**config.mk**
```make
export PLATFORM = sky130hd
export DESIGN_NAME = riscv_core_muxnx1_pipe
export DESIGN_NICKNAME = d
export VERILOG_FILES = /design/src/rtl/riscv_core_muxnx1_pipe.sv
export SDC_FILE = /design/constraint.sdc
export NUM_CORES = 1
export LEC_CHECK = 0
export CAP_MARGIN = 20
export CELL_PAD_IN_SITES_DETAIL_PLACEMENT = 0
export CELL_PAD_IN_SITES_GLOBAL_PLACEMENT = 1
export CORE_MARGIN = 5
export CORE_UTILIZATION = 23
export DETAILED_ROUTE_END_ITERATION = 8
export PLACE_DENSITY = 0.87
export SYNTH_ARGS = -nofsm -noshare
export SYNTH_HDL_FRONTEND = slang
export SYNTH_SLANG_ARGS = --single-unit
```
**constraint.sdc**
```tcl
create_clock -name i_clk -period 2.2 [get_ports i_clk]
set_clock_uncertainty 0.05 [all_clocks]
set_input_delay 0.44 -clock i_clk [delete_from_list [all_inputs] [get_ports i_clk]]
set_output_delay 0.44 -clock i_clk [all_outputs]
set_load 0.1 [all_outputs]
```
**src/rtl/riscv_core_muxnx1_pipe.sv**
```systemverilog
// riscv_core_muxnx1_pipe
//   N-input operand/forwarding selector with an optional output register.
//   Select is binary (SEL_MODE=0) or one-hot with lowest-index priority
//   (SEL_MODE=1). Illegal selects produce zero data, raise o_mux_sel_err,
//   and bump a saturating debug counter when the entry is accepted.
// Ports:
//   i_clk, i_rst        clock (rising edge), async active-high reset
//   i_mux_in            NUM_IN flattened XLEN inputs, input k at [k*XLEN +: XLEN]
//   i_mux_sel           select, binary or one-hot
//   i_mux_valid         input valid
//   i_mux_stall         hold the output register (REG_OUT=1 only)
//   i_mux_flush         kill the registered/presented entry
//   o_mux_out           selected data
//   o_mux_valid         output valid
//   o_mux_sel_err       illegal select for the presented/held entry
//   o_mux_err_cnt       saturating count of accepted illegal selects
module riscv_core_muxnx1_pipe #(
    parameter int  XLEN      = 64,
    parameter int  NUM_IN    = 4,
    parameter int  SEL_MODE  = 0,
    parameter int  REG_OUT   = 1,
    parameter int  ERR_CNT_W = 8,
    localparam int SEL_W     = (SEL_MODE != 0) ? NUM_IN : $clog2(NUM_IN)
) (
    input  logic                   i_clk,
    input  logic                   i_rst,
    input  logic [NUM_IN*XLEN-1:0] i_mux_in,
    input  logic [SEL_W-1:0]       i_mux_sel,
    input  logic                   i_mux_valid,
    input  logic                   i_mux_stall,
    input  logic                   i_mux_flush,
    output logic [XLEN-1:0]        o_mux_out,
    output logic                   o_mux_valid,
    output logic                   o_mux_sel_err,
    output logic [ERR_CNT_W-1:0]   o_mux_err_cnt
);

    if ((NUM_IN < 2) || (NUM_IN > 16)) begin : g_bad_num_in
        $error("riscv_core_muxnx1_pipe: NUM_IN must be in 2..16");
    end

    logic [NUM_IN-1:0][XLEN-1:0] ins;
    logic [XLEN-1:0]             result;
    logic                        err;

    assign ins = i_mux_in;

    // ---------------- select decode ----------------
    if (SEL_MODE == 0) begin : g_bin
        // For power-of-two NUM_IN every code matches some k, so err folds to 0.
        always_comb begin
            result = '0;
            err    = 1'b1;
            for (int k = 0; k < NUM_IN; k++) begin
                if (i_mux_sel == SEL_W'(k)) begin
                    result = ins[k];
                    err    = 1'b0;
                end
            end
        end
    end else begin : g_onehot
        // Scan high to low so the lowest set bit is the last writer and wins.
        always_comb begin
            result = '0;
            err    = 1'b1;
            for (int k = NUM_IN - 1; k >= 0; k--) begin
                if (i_mux_sel[k]) begin
                    result = ins[k];
                    err    = 1'b0;
                end
            end
        end
    end

    // ---------------- error counter ----------------
    // Stall only gates acceptance when there is a register to hold.
    logic accept;
    logic [ERR_CNT_W-1:0] err_cnt;

    assign accept = i_mux_valid & ~i_mux_flush &
                    ((REG_OUT != 0) ? ~i_mux_stall : 1'b1);

    always_ff @(posedge i_clk or posedge i_rst) begin
        if (i_rst) begin
            err_cnt <= '0;
        end else if (accept && err && (err_cnt != {ERR_CNT_W{1'b1}})) begin
            err_cnt <= err_cnt + ERR_CNT_W'(1);
        end
    end

    assign o_mux_err_cnt = err_cnt;

    // ---------------- output stage ----------------
    if (REG_OUT != 0) begin : g_reg
        logic [XLEN-1:0] out_q;
        logic            vld_pipe;
        logic            err_q;

        // Flush beats stall beats new input. Data is never cleared except
        // by reset; only valid/err are killed.
        always_ff @(posedge i_clk or posedge i_rst) begin
            if (i_rst) begin
                out_q    <= '0;
                vld_pipe <= 1'b0;
                err_q    <= 1'b0;
            end else if (i_mux_flush) begin
                vld_pipe <= 1'b0;
                err_q    <= 1'b0;
            end else if (!i_mux_stall) begin
                vld_pipe <= i_mux_valid;
                if (i_mux_valid) begin
                    out_q <= result;
                    err_q <= err;
                end else begin
                    err_q <= 1'b0;
                end
            end
        end

        assign o_mux_out     = out_q;
        assign o_mux_valid   = vld_pipe;
        assign o_mux_sel_err = err_q;
    end else begin : g_comb
        assign o_mux_out     = result;
        assign o_mux_valid   = i_mux_valid & ~i_mux_flush;
        assign o_mux_sel_err = err & o_mux_valid;
    end

endmodule

```
==> results of run 1 <==
## Yosys cell counts, drive strengths merged
library cell  instances  share of area [%]
dfrtp                74                 44
mux2                 64                 17
mux4                 64                 34
buf                  20                3.4
clkbuf                9               0.80
nor2                  2               0.18
inv                   1              0.088
mux2i                 1               0.24
nand2                 1              0.088
nor3b                 1               0.18
## cells in the final DEF, fill, tap and decap left out
master	synthesis	final
buf_12	0	5
buf_2	13	1
buf_4	0	77
bufinv_16	0	1
clkbuf_1	9	1
clkbuf_16	0	9
clkbuf_8	0	3
clkdlybuf4s50_1	0	260
clkinv_4	0	1
clkinvlp_4	0	2
dfrtp_1	74	74
diode_2	0	1
mux2_2	64	64
mux2i_1	1	1
mux4_1	4	4
mux4_2	60	60
nand2_1	1	1
nor2_1	2	2
nor3b_2	0	1
## flip-flops by register name, summed over array words and instances, names as in the netlist
signal and cells:
o_mux_err_cnt 8, o_mux_out 64, o_mux_sel_err 1, o_mux_valid 1
## cell families after synthesis
group,count (synthesis)
multiplexers,129
AND/OR/NAND/NOR,4
buffers and inverters,30
flip-flops,74
## worst max-delay path, cell delays in order
cell and delay (ns):
clkdlybuf4s50_1 0.47, nor3b_2 0.26, buf_12 0.34, mux2_2 0.39
## routing by layer
metal | vias up | wire length (microns)
met1 | 1838 | 5270
met2 | 182 | 8840
met5 | - | 0
met3 | 28 | 1340
met4 | 0 | 363
li1 | 1615 | -
## per-stage QoR
| stage | power (mW) | area [sq um] | utilization [%] |
|---|---|---|---|
| CTS | 7.17 | 7960 | 44.0 |
| global route | 7.33 | 7960 | 44.0 |
| global placement | 5.53 | 7640 | 42.3 |
| finish | 7.06 | 7960 | 44.0 |
| floorplan | 4.43 | 4240 | - |
| detailed placement | 5.59 | 7640 | 42.3 |
## power by group
part | total, mW | internal, mW | switching [mW] | leakage (nW)
sequential | 1.80 | 1.64 | 0.156 | 0.896
clock | 1.53 | 0.973 | 0.554 | 0.152
combinational | 3.73 | 1.17 | 2.56 | 2.12
## worst paths after layout
path                                       start          endpoint  slack, ns  cells past startpoint
min in group asynchronous                  i_rst     o_mux_out[36]       0.51                      3
worst min-delay path            o_mux_err_cnt[0]  o_mux_err_cnt[0]       0.33                      0
worst min register to register  o_mux_err_cnt[0]  o_mux_err_cnt[0]       0.33                      0
worst max-delay path                 i_mux_stall      o_mux_out[5]       0.40                      4
worst max register to register      o_mux_out[0]      o_mux_out[0]       1.36                      1
max in group asynchronous                  i_rst      o_mux_out[5]       1.25                      3
## final cells by class
| type | instances | area, sq um | share of cell area, % |
|---|---|---|---|
| Clock buffer | 13 | 270 | 3.39 |
| Antenna cell | 1 | 2.50 | 0.0314 |
| Tap cell | 229 | 287 | 3.60 |
| Sequential cell | 74 | 1850 | 23.3 |
| Clock inverter | 3 | 46.3 | 0.581 |
| Timing Repair Buffer | 343 | 3290 | 41.3 |
| Inverter | 1 | 7.51 | 0.0943 |
| Multi-Input combinational cell | 133 | 2210 | 27.8 |
==> results.yml, run 1 <==
detailed_routing:
  vias: 3663
  wl_per_cell_microns: 19.8
  via_per_inst: 4.60
  detail-route-antenna-nets: 0
  detail_route.iter0.violations: 119
  route.final.wire_length_mm: 15.8
  drcViolationCount: 0
  drt_pre_antenna_iters: 4
timing:
  timing_worst_slew_pin_value_ns: 0.415
  post-route-period-util_pct: 81.7
  maxSlewHeadroom_pct: 72.3
  slew_violations: 0
  final-hold-violation-count: 0
  timing.final.setup_violations: 0
  rsz_0062_raised_after_global_routing: "false"
  setup_tns_ns: 0
  worst_hold_slack_ns: 0.329
  max_clock_freq_mhz: 556
  finalWorstPathRequiredPeriod_ns: 1.80
  worst_slack_ns: 0.402
logic_synthesis:
  post_synth_xor_area_fraction_pct: 0
  synthesis.instances: 237
  largest_family_of_logic_cells_by_synthesized_area: "multiplexers"
  postSynthRegisterBits: 74
  post_synthesis_compound_gate_area_fraction_pct: 0
  synthesis.yosys.warnings: 0
  synth_sequential_area_ratio_pct: 43.7
  distinct_cells_synth: 12
  yosys.area_share.adder_pct: 0
  mappedNetlistNets: 500
  syn-cell-area_sq_um: 4240
  area_share_of_and_or_nand_nor_cells_after_synthesis_pct: 0.443
  avg_cell_area_syn_sq_um: 17.9
  synth.mux.area_fraction_pct: 51.6
worst_setup_path:
  cp_data_required_time_ns: 2.36
  critical_path.endpoint_type: "flop"
  cp.arrival_ns: 1.96
  critical_path.startpoint_type: "primary input"
  path_max_fanout: 64
  timing_worst_setup_path_type: "primary input to flop"
clock_network:
  clkSlewWorstSetupHoldPaths_ns: 0.06
  max-clock-path-buffers: 2
  cts_inserted_buffers: 9
  clock-root-buffer: "clkbuf_16"
  hold_buffer_count_at_cts: 0
  tritoncts_clock_tree: "done"
  cts_max_level: 3
  post_cts.resized_instances: 0
  post_cts_repair_setup_buffers: 0
  total_number_of_clock_tree_sinks: 74
  worstSkewPairLatency_ns: 0.33
cells_and_area:
  final-instance-count-excl-fill: 797
  drive_gt1_share_pct: 39.5
  fillerInstances: 1612
  design.final.nets: 825
  layout-area-overhead-vs-synth_pct: 87.8
global_route:
  grt_start_max_net_pins: 75
  grt_pass1_vias: 4437
  grt_use_total_pct: 14.7
  grt.overflow.total: 0
  first_pass_grt_wire_length_mm: 24.6
  gr-usage-met2_pct: 27.6
  globalRoute.busiestLayer: "met2"
  initial_antenna_violation_count: 1
  grt.met3_usage_pct: 5.26
  grt_util_met1_pct: 15.0
power:
  cellLeakagePower_nw: 3.17
  power-per-cell-area_nw_per_um2: 887
  ir_worst_vdd_mv: 0.433
worst_hold_path:
  class_of_the_tightest_hold_or_removal_check: "flop to flop"
flow_run:
  maxCapViolCount: 0
placed_design:
  detailedPlace.worstSlack_ns: 0.0771
  portBuffers: 336
  placed_cells_incl_taps: 780
  globalplace.congestion: 0.804
  place.detailed.hpwl_mm: 13.0
outcome:
  run_status: "completed"
floorplan:
  initial_utilization_pct: 23.4
  core_region_area_sq_um: 18100
  die_height_microns: 146
  placement_rows: 49
  fp.dieW_microns: 146
  num_io_pins: 337
  fp.dieArea_sq_um: 21200
Power figures use the tool's default switching activity.
==> run 2, diff against run 1 <==
CORE_UTILIZATION = 25   (was 23)
PLACE_DENSITY = 0.89   (was 0.87)
clock period = 1.9 ns   (was 2.2 ns; I/O delays follow)
==> results.yml, run 2 (synthesis results as in run 1) <==
floorplan:
  initial_utilization_pct: 25.6
  fp.dieArea_sq_um: 19700
  core_region_area_sq_um: 16600
  num_io_pins: 337
  die_height_microns: 140
  placement_rows: 47
  fp.dieW_microns: 140
global_route:
  grt_pass1_vias: 4452
  grt.overflow.total: 0
  first_pass_grt_wire_length_mm: 25.4
  initial_antenna_violation_count: 0
  grt_start_max_net_pins: 75
  grt_use_total_pct: 16.8
clock_network:
  max-clock-path-buffers: 2
  clock-root-buffer: "clkbuf_16"
  clkSlewWorstSetupHoldPaths_ns: 0.05
  cts_max_level: 3
  post_cts.resized_instances: 0
  total_number_of_clock_tree_sinks: 74
  post_cts_repair_setup_buffers: 0
  worstSkewPairLatency_ns: 0.33
  hold_buffer_count_at_cts: 0
  cts_inserted_buffers: 9
  tritoncts_clock_tree: "done"
placed_design:
  portBuffers: 336
  detailedPlace.worstSlack_ns: -0.0893
  place.detailed.hpwl_mm: 14.0
  globalplace.congestion: 0.923
detailed_routing:
  drcViolationCount: 0
  detail-route-antenna-nets: 0
  vias: 3728
  route.final.wire_length_mm: 16.8
  drt_pre_antenna_iters: 7
  detail_route.iter0.violations: 123
  wl_per_cell_microns: 21.0
  via_per_inst: 4.65
timing:
  final-hold-violation-count: 0
  post-route-period-util_pct: 86.0
  rsz_0062_raised_after_global_routing: "false"
  worst_hold_slack_ns: 0.382
  worst_slack_ns: 0.266
  finalWorstPathRequiredPeriod_ns: 1.63
  timing_worst_slew_pin_value_ns: 0.404
  maxSlewHeadroom_pct: 73.1
  setup_tns_ns: 0
  slew_violations: 0
  max_clock_freq_mhz: 612
  timing.final.setup_violations: 0
cells_and_area:
  design.final.nets: 840
  drive_gt1_share_pct: 41.1
  sequential_cell_area_sq_um: 1850
  layout-area-overhead-vs-synth_pct: 114
  num_antenna_cells: 0
  fillerInstances: 1317
  largest_reg_flops: 64
  most_used_cells_in_the_layout_excluding_fill_and_tap_cells: "260 x clkdlybuf4s50_1, 83 x buf_12, 74 x dfrtp_1"
  final_common_cell: "clkdlybuf4s50_1"
  utilization_pct: 54.8
  multi_input_area_sq_um: 2210
worst_setup_path:
  rr_endpoint: "o_mux_out[60]"
  path_max_fanout: 33
  regToRegSetupSlack_ns: 1.02
  critical_path.endpoint_type: "flop"
  worstReg2RegStart: "o_mux_out[60]"
  cp.arrival_ns: 1.79
  worst-r2r-cell-count: 1
  cp_data_required_time_ns: 2.06
  critical_path.startpoint_type: "primary input"
  timing_worst_setup_path_type: "primary input to flop"
worst_hold_path:
  min_to: "o_mux_err_cnt[3]"
  worst_hold_startpoint: "o_mux_err_cnt[3]"
  whs_path_depth: 0
  class_of_the_tightest_hold_or_removal_check: "flop to flop"
power:
  cellLeakagePower_nw: 3.60
  ir_worst_vdd_mv: 0.489
  power-per-cell-area_nw_per_um2: 1050
flow_run:
  maxCapViolCount: 0
outcome:
  run_status: "completed"
## run 2: worst max-delay path by stage
stage	start	endpoint	slack, ns	cells after the start
after floorplan	i_mux_sel[0]	o_mux_out[0]	0.29	4
after global placement	i_mux_valid	o_mux_out[59]	-0.04	5
after detailed placement	i_mux_valid	o_mux_out[35]	-0.09	5
after CTS	i_mux_valid	o_mux_out[35]	0.28	5
after global routing	i_mux_valid	o_mux_out[61]	0.18	5
final	i_mux_valid	o_mux_out[22]	0.27	5
## run 2: cell type report
class | count | area share (%)
clock buffer | 11 | 2.67
sequential | 74 | 20.4
clock inverter | 5 | 1.38
inverter | 1 | 0.0826
tap | 220 | 3.03
multi-input combinational | 133 | 24.3
timing repair buffer | 358 | 48.1
## run 2: critical path, cell delays in order
cell and delay (ns):
clkdlybuf4s50_1 0.47, nor3b_2 0.18, buf_4 0.17, buf_12 0.21, mux2_2 0.36
## run 2: layer usage
metal / track usage, % / vias up / part of all wire, % / routed length [microns]
met2: 30.4 / 240 / 52 / 8790
met4: 5.66 / 0 / 1.7 / 292
met5: 0 / - / 0 / 0
li1: - / 1634 / - / -
met3: 6.88 / 17 / 11 / 1930
met1: 17.7 / 1837 / 35 / 5810
## run 2: report_power, final
| group | switching, mW | internal (mW) | total, mW |
|---|---|---|---|
| combinational | 2.99 | 2.21 | 5.20 |
| clock | 0.635 | 1.45 | 2.08 |
| sequential | 0.363 | 1.90 | 2.27 |
| total | 3.99 | 5.57 | 9.55 |
## run 2: metrics by stage
step                instances  cell area [sq um]  power [mW]
floorplan                 237               4240        5.13
global placement          786               8720        7.47
detailed placement        786               8720        7.54
CTS                       802               9090        9.68
global route              802               9090        9.87
finish                    802               9090        9.55
